--- src/rtl/alu_pkg.sv ---
// alu_iter shared definitions: op codes and FSM states.
// Imported by the comb core and the iterative wrapper.
package alu_pkg;

  localparam logic [3:0] OP_ADD  = 4'd0;
  localparam logic [3:0] OP_SUB  = 4'd1;
  localparam logic [3:0] OP_XOR  = 4'd2;
  localparam logic [3:0] OP_SLT  = 4'd3;
  localparam logic [3:0] OP_AND  = 4'd4;
  localparam logic [3:0] OP_NAND = 4'd5;
  localparam logic [3:0] OP_NOR  = 4'd6;
  localparam logic [3:0] OP_OR   = 4'd7;
  localparam logic [3:0] OP_MUL  = 4'd8;
  localparam logic [3:0] OP_SLL  = 4'd9;
  localparam logic [3:0] OP_SRL  = 4'd10;
  localparam logic [3:0] OP_SRA  = 4'd11;

  typedef enum logic [1:0] {
    IDLE,
    BUSY,
    DONE
  } state_t;

  function automatic logic is_iter(
    input logic [3:0] op
  );
    return op[3:2] == 2'b10;
  endfunction

endpackage

--- src/rtl/alu_comb.sv ---
// Single-cycle ALU core: ops 0-7, zero for everything else.
// One shared adder serves ADD, SUB and SLT.
module alu_comb
  import alu_pkg::*;
#(
  parameter int WIDTH = 32
) (
  input  logic [3:0]       op,
  input  logic [WIDTH-1:0] a,
  input  logic [WIDTH-1:0] b,
  output logic [WIDTH-1:0] result,
  output logic             carryout,
  output logic             overflow
);

  logic             sub;
  logic [WIDTH-1:0] bx;
  logic [WIDTH-1:0] sum;
  logic             cout;
  logic             cmsb;
  logic             ovf;

  assign sub = (op == OP_SUB) | (op == OP_SLT);
  assign bx  = sub ? ~b : b;

  assign {cout, sum} = {1'b0, a} + {1'b0, bx}
                     + {{WIDTH{1'b0}}, sub};

  // carry into the MSB recovered from the sum bit
  assign cmsb = a[WIDTH-1] ^ bx[WIDTH-1] ^ sum[WIDTH-1];
  assign ovf  = cmsb ^ cout;

  always_comb begin
    result   = '0;
    carryout = 1'b0;
    overflow = 1'b0;
    unique case (op)
      OP_ADD, OP_SUB: begin
        result   = sum;
        carryout = cout;
        overflow = ovf;
      end
      OP_SLT: begin
        result[0] = sum[WIDTH-1] ^ ovf;
      end
      OP_XOR:  result = a ^ b;
      OP_AND:  result = a & b;
      OP_NAND: result = ~(a & b);
      OP_NOR:  result = ~(a | b);
      OP_OR:   result = a | b;
      default: ;
    endcase
  end

endmodule

--- src/rtl/alu_iter.sv ---
// Registered ALU with valid/ready handshakes.
// MUL and shifts iterate one step per cycle in BUSY.
module alu_iter
  import alu_pkg::*;
#(
  parameter int WIDTH = 32
) (
  input  logic             clk,
  input  logic             rst_n,
  input  logic             in_valid,
  output logic             in_ready,
  input  logic [3:0]       op,
  input  logic [WIDTH-1:0] a,
  input  logic [WIDTH-1:0] b,
  output logic             out_valid,
  input  logic             out_ready,
  output logic [WIDTH-1:0] result,
  output logic             carryout,
  output logic             overflow,
  output logic             zero
);

  localparam int SHW = $clog2(WIDTH);

  state_t             state;
  logic [3:0]         op_q;
  logic [SHW-1:0]     cnt;
  logic [SHW-1:0]     shamt;
  logic [2*WIDTH-1:0] acc;
  logic [2*WIDTH-1:0] mcand;
  logic [WIDTH-1:0]   mplier;
  logic [WIDTH-1:0]   sh;

  logic [WIDTH-1:0]   c_res;
  logic               c_co;
  logic               c_ov;
  logic               accept;
  logic               go_busy;
  logic               last;
  logic [WIDTH-1:0]   start_res;
  logic [2*WIDTH-1:0] acc_nx;
  logic [WIDTH-1:0]   sh_nx;

  alu_comb #(
    .WIDTH(WIDTH)
  ) u_comb (
    .op      (op),
    .a       (a),
    .b       (b),
    .result  (c_res),
    .carryout(c_co),
    .overflow(c_ov)
  );

  assign in_ready = (state == IDLE)
                  | ((state == DONE) & out_ready);
  assign accept   = in_valid & in_ready;

  assign go_busy = (op == OP_MUL)
                 | (is_iter(op) & (b[SHW-1:0] != '0));

  // zero-length shifts finish immediately with a
  assign start_res = is_iter(op) ? a : c_res;

  assign acc_nx = acc + (mplier[0] ? mcand : '0);

  assign last = (op_q == OP_MUL)
              ? (cnt == SHW'(WIDTH - 1))
              : (cnt == shamt - SHW'(1));

  always_comb begin
    sh_nx = sh;
    unique case (op_q)
      OP_SLL:  sh_nx = sh << 1;
      OP_SRL:  sh_nx = sh >> 1;
      OP_SRA:  sh_nx = {sh[WIDTH-1], sh[WIDTH-1:1]};
      default: ;
    endcase
  end

  always_ff @(posedge clk or negedge rst_n) begin
    if (!rst_n) begin
      state     <= IDLE;
      op_q      <= '0;
      cnt       <= '0;
      shamt     <= '0;
      acc       <= '0;
      mcand     <= '0;
      mplier    <= '0;
      sh        <= '0;
      out_valid <= 1'b0;
      result    <= '0;
      carryout  <= 1'b0;
      overflow  <= 1'b0;
      zero      <= 1'b0;
    end else begin
      case (state)
        BUSY: begin
          cnt    <= cnt + SHW'(1);
          acc    <= acc_nx;
          mcand  <= mcand << 1;
          mplier <= mplier >> 1;
          sh     <= sh_nx;
          if (last) begin
            state     <= DONE;
            cnt       <= '0;
            out_valid <= 1'b1;
            overflow  <= 1'b0;
            if (op_q == OP_MUL) begin
              result   <= acc_nx[WIDTH-1:0];
              carryout <= |acc_nx[2*WIDTH-1:WIDTH];
              zero     <= acc_nx[WIDTH-1:0] == '0;
            end else begin
              result   <= sh_nx;
              carryout <= 1'b0;
              zero     <= sh_nx == '0;
            end
          end
        end
        default: begin
          if ((state == DONE) && out_ready) begin
            state     <= IDLE;
            out_valid <= 1'b0;
          end
          if (accept) begin
            op_q   <= op;
            cnt    <= '0;
            shamt  <= b[SHW-1:0];
            acc    <= '0;
            mcand  <= {{WIDTH{1'b0}}, a};
            mplier <= b;
            sh     <= a;
            if (go_busy) begin
              state     <= BUSY;
              out_valid <= 1'b0;
            end else begin
              state     <= DONE;
              out_valid <= 1'b1;
              result    <= start_res;
              carryout  <= c_co;
              overflow  <= c_ov;
              zero      <= start_res == '0;
            end
          end
        end
      endcase
    end
  end

endmodule

--- config.mk ---
export PLATFORM = sky130hd
export DESIGN_NAME = alu_iter
export DESIGN_NICKNAME = d
export VERILOG_FILES = /design/src/rtl/alu_pkg.sv /design/src/rtl/alu_comb.sv /design/src/rtl/alu_iter.sv
export SDC_FILE = /design/constraint.sdc
export NUM_CORES = 1
export LEC_CHECK = 0
export BUFFER_PORTS_ARGS = -buffer_cell sky130_fd_sc_hd__buf_2
export CAP_MARGIN = 10
export CORE_ASPECT_RATIO = 1.5
export CORE_MARGIN = 2
export CORE_UTILIZATION = 50
export CTS_BUF_LIST = sky130_fd_sc_hd__clkbuf_8
export CTS_CLUSTER_DIAMETER = 60
export DETAILED_ROUTE_END_ITERATION = 10
export PLACE_DENSITY = 0.81
export SYNTH_ARGS = -nofsm -noshare
export SYNTH_HDL_FRONTEND = slang
export SYNTH_SLANG_ARGS = --single-unit
--- constraint.sdc ---
create_clock -name clk -period 3.5 [get_ports clk]
set_input_delay 1.05 -clock clk [delete_from_list [all_inputs] [get_ports clk]]
set_output_delay 1.05 -clock clk [all_outputs]
set_load 0.05 [all_outputs]
Word-level counts from Yosys, hierarchy flattened. Cells that the tools add are included.

Bitwise gates (word level): 17. Multiplexer cells: 49. Eq/ne operators: 19. $add $sub $neg: 5. Reduce and logical (&&, ||, !) cells: 14.

Operators by type and width (number): 32-bit 2-to-1 mux (11); 64-bit 2-to-1 mux (5); 31-bit case mux with 6 select lines (1); 32-bit zero test (3); 32-bit inverter (3); 32-bit case mux with 3 select lines (1); 64-bit adder (1); 32-bit by 32-bit adder with 33-bit output (1); 33-bit by 1-bit adder with 33-bit output (1); 32-bit AND (1); 32-bit OR (1); 32-bit OR reduction (1); 32-bit XOR (1); 1-bit 2-to-1 mux (22); 4-bit equality test, second input constant (5); 4-bit by 3-bit equality test with 1-bit output, second input constant (4); 5-bit 2-to-1 mux (3); 2-bit 2-to-1 mux (5); 4-bit by 2-bit equality test with 1-bit output, second input constant (2); 1-bit case mux with 7 select lines (1); 5-bit by 1-bit adder with 5-bit output, second input constant (1); 5-bit equality test (1); 5-bit equality test, second input constant (1); 5-bit nonzero test (1); 18 further kinds (27).

Bits of input ports: 72. Output and inout port bits: 37. Bits in registers: 244.

Longest topological paths before layout.
Depth in word-level cells: 14. Mapped depth: 19.

By module. Synthesis repeated with hierarchy kept, for this count alone.

Cells, all modules: 2785. Area, all modules: 21172.8 µm².

By module, submodules not included: alu_iter (area an instance 16712.3 µm², seq. area each 6080.8 µm², instances 1, cells an instance 2169); alu_comb (area an instance 4460.5 µm², seq. area each 0.0 µm², instances 1, cells an instance 616).

Least setup slack after synthesis. Ideal clock, no wire load.

Kind: input port to flip-flop. Start: input port op[0]. End: register carryout. Stages: 18. Path slack: -1773 ps. Data arrival time: 5142 ps. Library setup time: 131 ps. Cell sequence: buf_2 -> buf_2 -> buf_4 -> nor3b_1 -> clkbuf_1 -> xnor2_1 -> fa_1 -> a21oi_1 -> o211ai_1 -> nand4_1 -> o211ai_1 -> a22oi_2 -> o31ai_2 -> a21o_1 -> o221a_2 -> a211o_1 -> nor4_1 -> a31oi_1.

Longest elaborated chain between the ends: 9. Elaborated cells between the ends (all ways): 16. Those cells by class: add/sub (2); eq/ne (4); mux (5); bitwise (2); reduce/logical (3).

Ends and longest elaborated chain: start, declared (line alu_iter.sv:12) `input logic [3:0] op,`; 4-bit by 1-bit equality test with 1-bit output / 4-bit by 2-bit equality test with 1-bit output (equally long branches) (line alu_comb.sv:23, alu_comb.sv:37); 1-bit OR (line alu_comb.sv:23) `assign sub = (op == OP_SUB) | (op == OP_SLT);`; 32-bit 2-to-1 mux (line alu_comb.sv:24) `assign bx = sub ? ~b : b;`; 32-bit by 32-bit adder with 33-bit output (line alu_comb.sv:26) `assign {cout, sum} = {1'b0, a} + {1'b0, bx}`; 33-bit by 1-bit adder with 33-bit output (line alu_comb.sv:27) `+ {{WIDTH{1'b0}}, sub};`; 1-bit 2-to-1 mux (line alu_comb.sv:37) `unique case (op)`; 1-bit 2-to-1 mux (line alu_iter.sv:133) `if (go_busy) begin`; 1-bit 2-to-1 mux (line alu_iter.sv:125) `if (accept) begin`; 1-bit 2-to-1 mux (line alu_iter.sv:97) `case (state)`; end signal, assigned (line alu_iter.sv:111) `carryout <= |acc_nx[2*WIDTH-1:WIDTH];`; end signal, assigned (line alu_iter.sv:140) `carryout <= c_co;`; end, declared (line alu_iter.sv:18) `output logic carryout,`.

Several ways; a longest one is shown, not always the timed one. The select of a mux whose other input is x is not followed. A chain may end at the register's enable or synchronous reset.

Worst setup path after layout.
Start: register mplier[0]. End: register carryout.

Longest elaborated chain between the ends: 6.

Ends and longest elaborated chain: start, declared (line alu_iter.sv:31) `logic [WIDTH-1:0] mplier;`; start signal, assigned (line alu_iter.sv:102) `mplier <= mplier >> 1;`; 64-bit 2-to-1 mux (line alu_iter.sv:65) `assign acc_nx = acc + (mplier[0] ? mcand : '0);`; 64-bit adder (line alu_iter.sv:65); 32-bit OR reduction (line alu_iter.sv:111); 1-bit 2-to-1 mux (line alu_iter.sv:109) `if (op_q == OP_MUL) begin`; 1-bit 2-to-1 mux (line alu_iter.sv:104) `if (last) begin`; 1-bit 2-to-1 mux (line alu_iter.sv:97).

Every way passes these cells. The select of a mux whose other input is x is not followed.

==> results.py <==
metrics = {
    "outcome": {
        "outcome": "complete, but fails checks",
        "violations": "negative setup slack",
    },
    "layout": {
        "stdcell_area_um2": 29900,
        "final_nets": 3639,
        "layout_commonest_cell": "buf_4",
        "fill_cells": 3098,
        "layout-drive-gt1-share_pct": 35.0,
        "final_cells": 3997,
        "syn_to_final_growth_pct": 43.1,
        "final_core_util_pct": 72.5,
        "final_cell_mix": "671 x buf_4, 422 x nand2_1, 242 x dfrtp_1",
    },
    "routing": {
        "post_drt_via_cell_ratio": 6.08,
        "wl_per_cell_um": 20.9,
        "first_pass_iters": 8,
        "wl_mm": 83.5,
        "postRouteAntennaNets": 0,
        "vias": 24314,
        "route.detailed.drc": 0,
        "drt_iter0_markers": 2065,
    },
    "critical_path": {
        "cp.required_ns": 4.02,
        "crit_arrival_ns": 4.76,
        "end_kind": "register",
        "crit_chain": "buf_8, buf_16, buf_12, and2_4, ha_4, buf_4, o21ai_1, o21ai_0, nand4_1, nand2_1, o31a_1, buf_6, o21a_1, o2111ai_2, nor4b_4, buf_4, nand4_1, nor4_2, a31oi_1",
        "r2r-end": "carryout$_DFFE_PN0P_",
        "reg2reg_depth": 19,
        "worst_setup_path_start_kind": "register",
        "crit_fanout": 9,
        "rrSetupSlack_ns": -0.74,
        "worst_path_largest_cell_delay_ns": 0.50,
        "crit_type": "register to register",
        "r2r_start": "mplier[0]$_DFFE_PN0N_",
        "cp_slowest_cell": "o21ai_0",
    },
    "floorplanning": {
        "die_area_um2": 43500,
        "core_area_um2": 41200,
        "die_w_um": 171,
        "num_rows": 91,
        "start_util_pct": 50.7,
        "fp.dieH_um": 254,
        "ioPinCount": 109,
    },
    "timing": {
        "setup_tns_ns": -4.32,
        "finClkSkew_ns": 0.0469,
        "max_freq_mhz": 236,
        "hold_slack_ns": 0.438,
        "rsz0062_at_grt": "yes",
        "period_minus_slack_ns": 4.24,
        "slew_violations": 0,
        "fin_crit_sh_pct": 121,
        "relSlewSlack_pct": 35.2,
        "worst_slew_pin_slew_ns": 0.972,
        "fin_ws_ns": -0.737,
        "setup_viol": 24,
        "hold_viol": 0,
    },
    "job": {
        "maxCapViolations": 0,
    },
    "placed_design": {
        "place.port_buffers": 108,
        "dp.cells": 3858,
        "dpl_cell_area_um2": 26700,
        "place.gp.congestion": 0.952,
        "pre_cts_ws_ns": -1.28,
        "dp_hpwl_mm": 59.6,
    },
    "global_route": {
        "grt_max_degree": 153,
        "grt_first_pass_wirelength_mm": 126,
        "met1_usage_pct": 39.0,
        "grt_overflow": 0,
        "met3_usage_pct": 5.63,
        "grt_most_used_layer": "met2",
        "grt_use_met2_pct": 65.7,
        "track_usage_pct": 36.8,
        "grt_pass1_vias": 24528,
        "antenna_found_initial": 1,
    },
    "logic_synthesis": {
        "synth_cell_types": 96,
        "synth_warnings": 0,
        "synth_area_um2": 20900,
        "synth_flop_cell": "dfrtp_1",
        "ys_seq_area_share_pct": 29.1,
        "synthesis.nets": 2948,
        "syn_area_per_cell_um2": 7.70,
        "synth_edf_count": 0,
        "async_reset_ff_share_pct": 100,
        "syn-instance-count": 2714,
        "ys_seq_elements": 243,
    },
    "clock_network": {
        "numCtsBuffers": 43,
        "clock_latency_ns": 0.66,
        "cts_buffer_depth": 3,
        "cts_tree": "built",
        "h-tree-depth": 2,
        "clk_pin_slew_worst_paths_ns": 0.08,
        "cts.sinks": 243,
        "cts-root-buf": "clkbuf_8",
    },
    "power": {
        "power_density_nw_per_um2": 832,
        "vdd_drop_max_uv": 548,
        "p_total_mw": 24.9,
        "p_leak_nw": 14.2,
    },
    "worst_hold_path": {
        "hp-class": "input pin to asynchronous set/reset pin",
    },
}
==> state kept, by name, indices dropped and copies added (netlist names) <==
signal and cells:
zero 1, state 1, mplier 32, out_valid 1, overflow 1, result 32
op_q 4, cnt 5, carryout 1, acc 64, mcand 64, sh 32
shamt 5
==> how the worst max path moves through the flow <==
stage / from / end / slack [ns]
6_report: mplier[0]$_DFFE_PN0N_ / carryout$_DFFE_PN0P_ / -0.74
5_1_grt: mplier[0]$_DFFE_PN0N_ / carryout$_DFFE_PN0P_ / -0.92
4_1_cts: mplier[0]$_DFFE_PN0N_ / carryout$_DFFE_PN0P_ / -0.37
3_5_place_dp: op[2] / zero$_DFFE_PN0P_ / -1.28
3_3_place_gp: op[2] / zero$_DFFE_PN0P_ / -1.23
2_1_floorplan: op[2] / zero$_DFFE_PN0P_ / -0.95
==> cell type report <==
type | instances | area [um^2] | area share, %
well taps | 558 | 698 | 2.34
diodes | 1 | 2.50 | 0.00837
multi-input cells | 2201 | 15600 | 52.1
clock buffers | 52 | 716 | 2.39
clock inverters | 26 | 204 | 0.682
inverters | 94 | 353 | 1.18
repair buffers | 822 | 6270 | 21.0
flip-flops and latches | 243 | 6080 | 20.4
==> cell usage after synthesis, drive strengths merged, types with 13 or more instances <==
library cell,number,area [um^2]
nand2,438,1650
o21ai,252,1260
dfrtp,243,6080
nor2,218,818
a21oi,212,1070
ha,160,2000
clkbuf,138,518
xnor2,99,875
inv,94,353
and2,73,457
nand3,66,330
a22oi,53,403
a31oi,53,332
xor2,44,385
nand4,43,269
a21o,41,308
mux2i,40,400
and3,39,244
buf,38,183
a211oi,33,258
nor3,33,175
o211ai,24,185
o31ai,23,178
nand2b,20,125
a22o,18,158
o22a,18,158
o21a,15,113
nor3b,14,110
a221oi,13,114
nor2b,13,83.8
==> power breakdown <==
| group | leakage (nW) | internal (mW) | switching [mW] |
|---|---|---|---|
| clock | 0.514 | 1.58 | 1.34 |
| combinational | 10.7 | 7.26 | 9.59 |
| sequential | 3.03 | 4.07 | 1.03 |
==> what timing repair did <==
item                                    4_1_cts  5_1_grt
resized for setup                           211      182
hold buffers                                  0        0
gates cloned                                  2        1
setup buffers                                38       27
pin swaps                                    89       97
hold endpoints to repair                      0        0
endpoints found under the setup margin       32       40
==> metal layers <==
metal / vias up / part of all wire, %
li1: 11080 / -
met1: 11718 / 36
met2: 1108 / 50
met3: 408 / 5.6
met4: 0 / 8.5
met5: - / 0
==> kinds of logic after synthesis <==
kind of cell	share of synthesized area, %
AO/OA/AOI/OAI	25.9
XOR/XNOR	6.03
adder cells (fa/ha/maj)	9.78
buffers and inverters	5.04
flip-flops	29.1
multiplexers	2.02
AND/OR/NAND/NOR	22.1
==> critical path: cells and delay by family, from the launching register on <==
| family | cells | cell delay [ns] |
|---|---|---|
| buffers and inverters | 6 | 0.89 |
| adder cells (fa/ha/maj) | 1 | 0.29 |
| AO/OA/AOI/OAI | 6 | 1.26 |
| flip-flops | 1 | 0.39 |
| AND/OR/NAND/NOR | 6 | 1.30 |
Power figures use the tool's default switching activity.
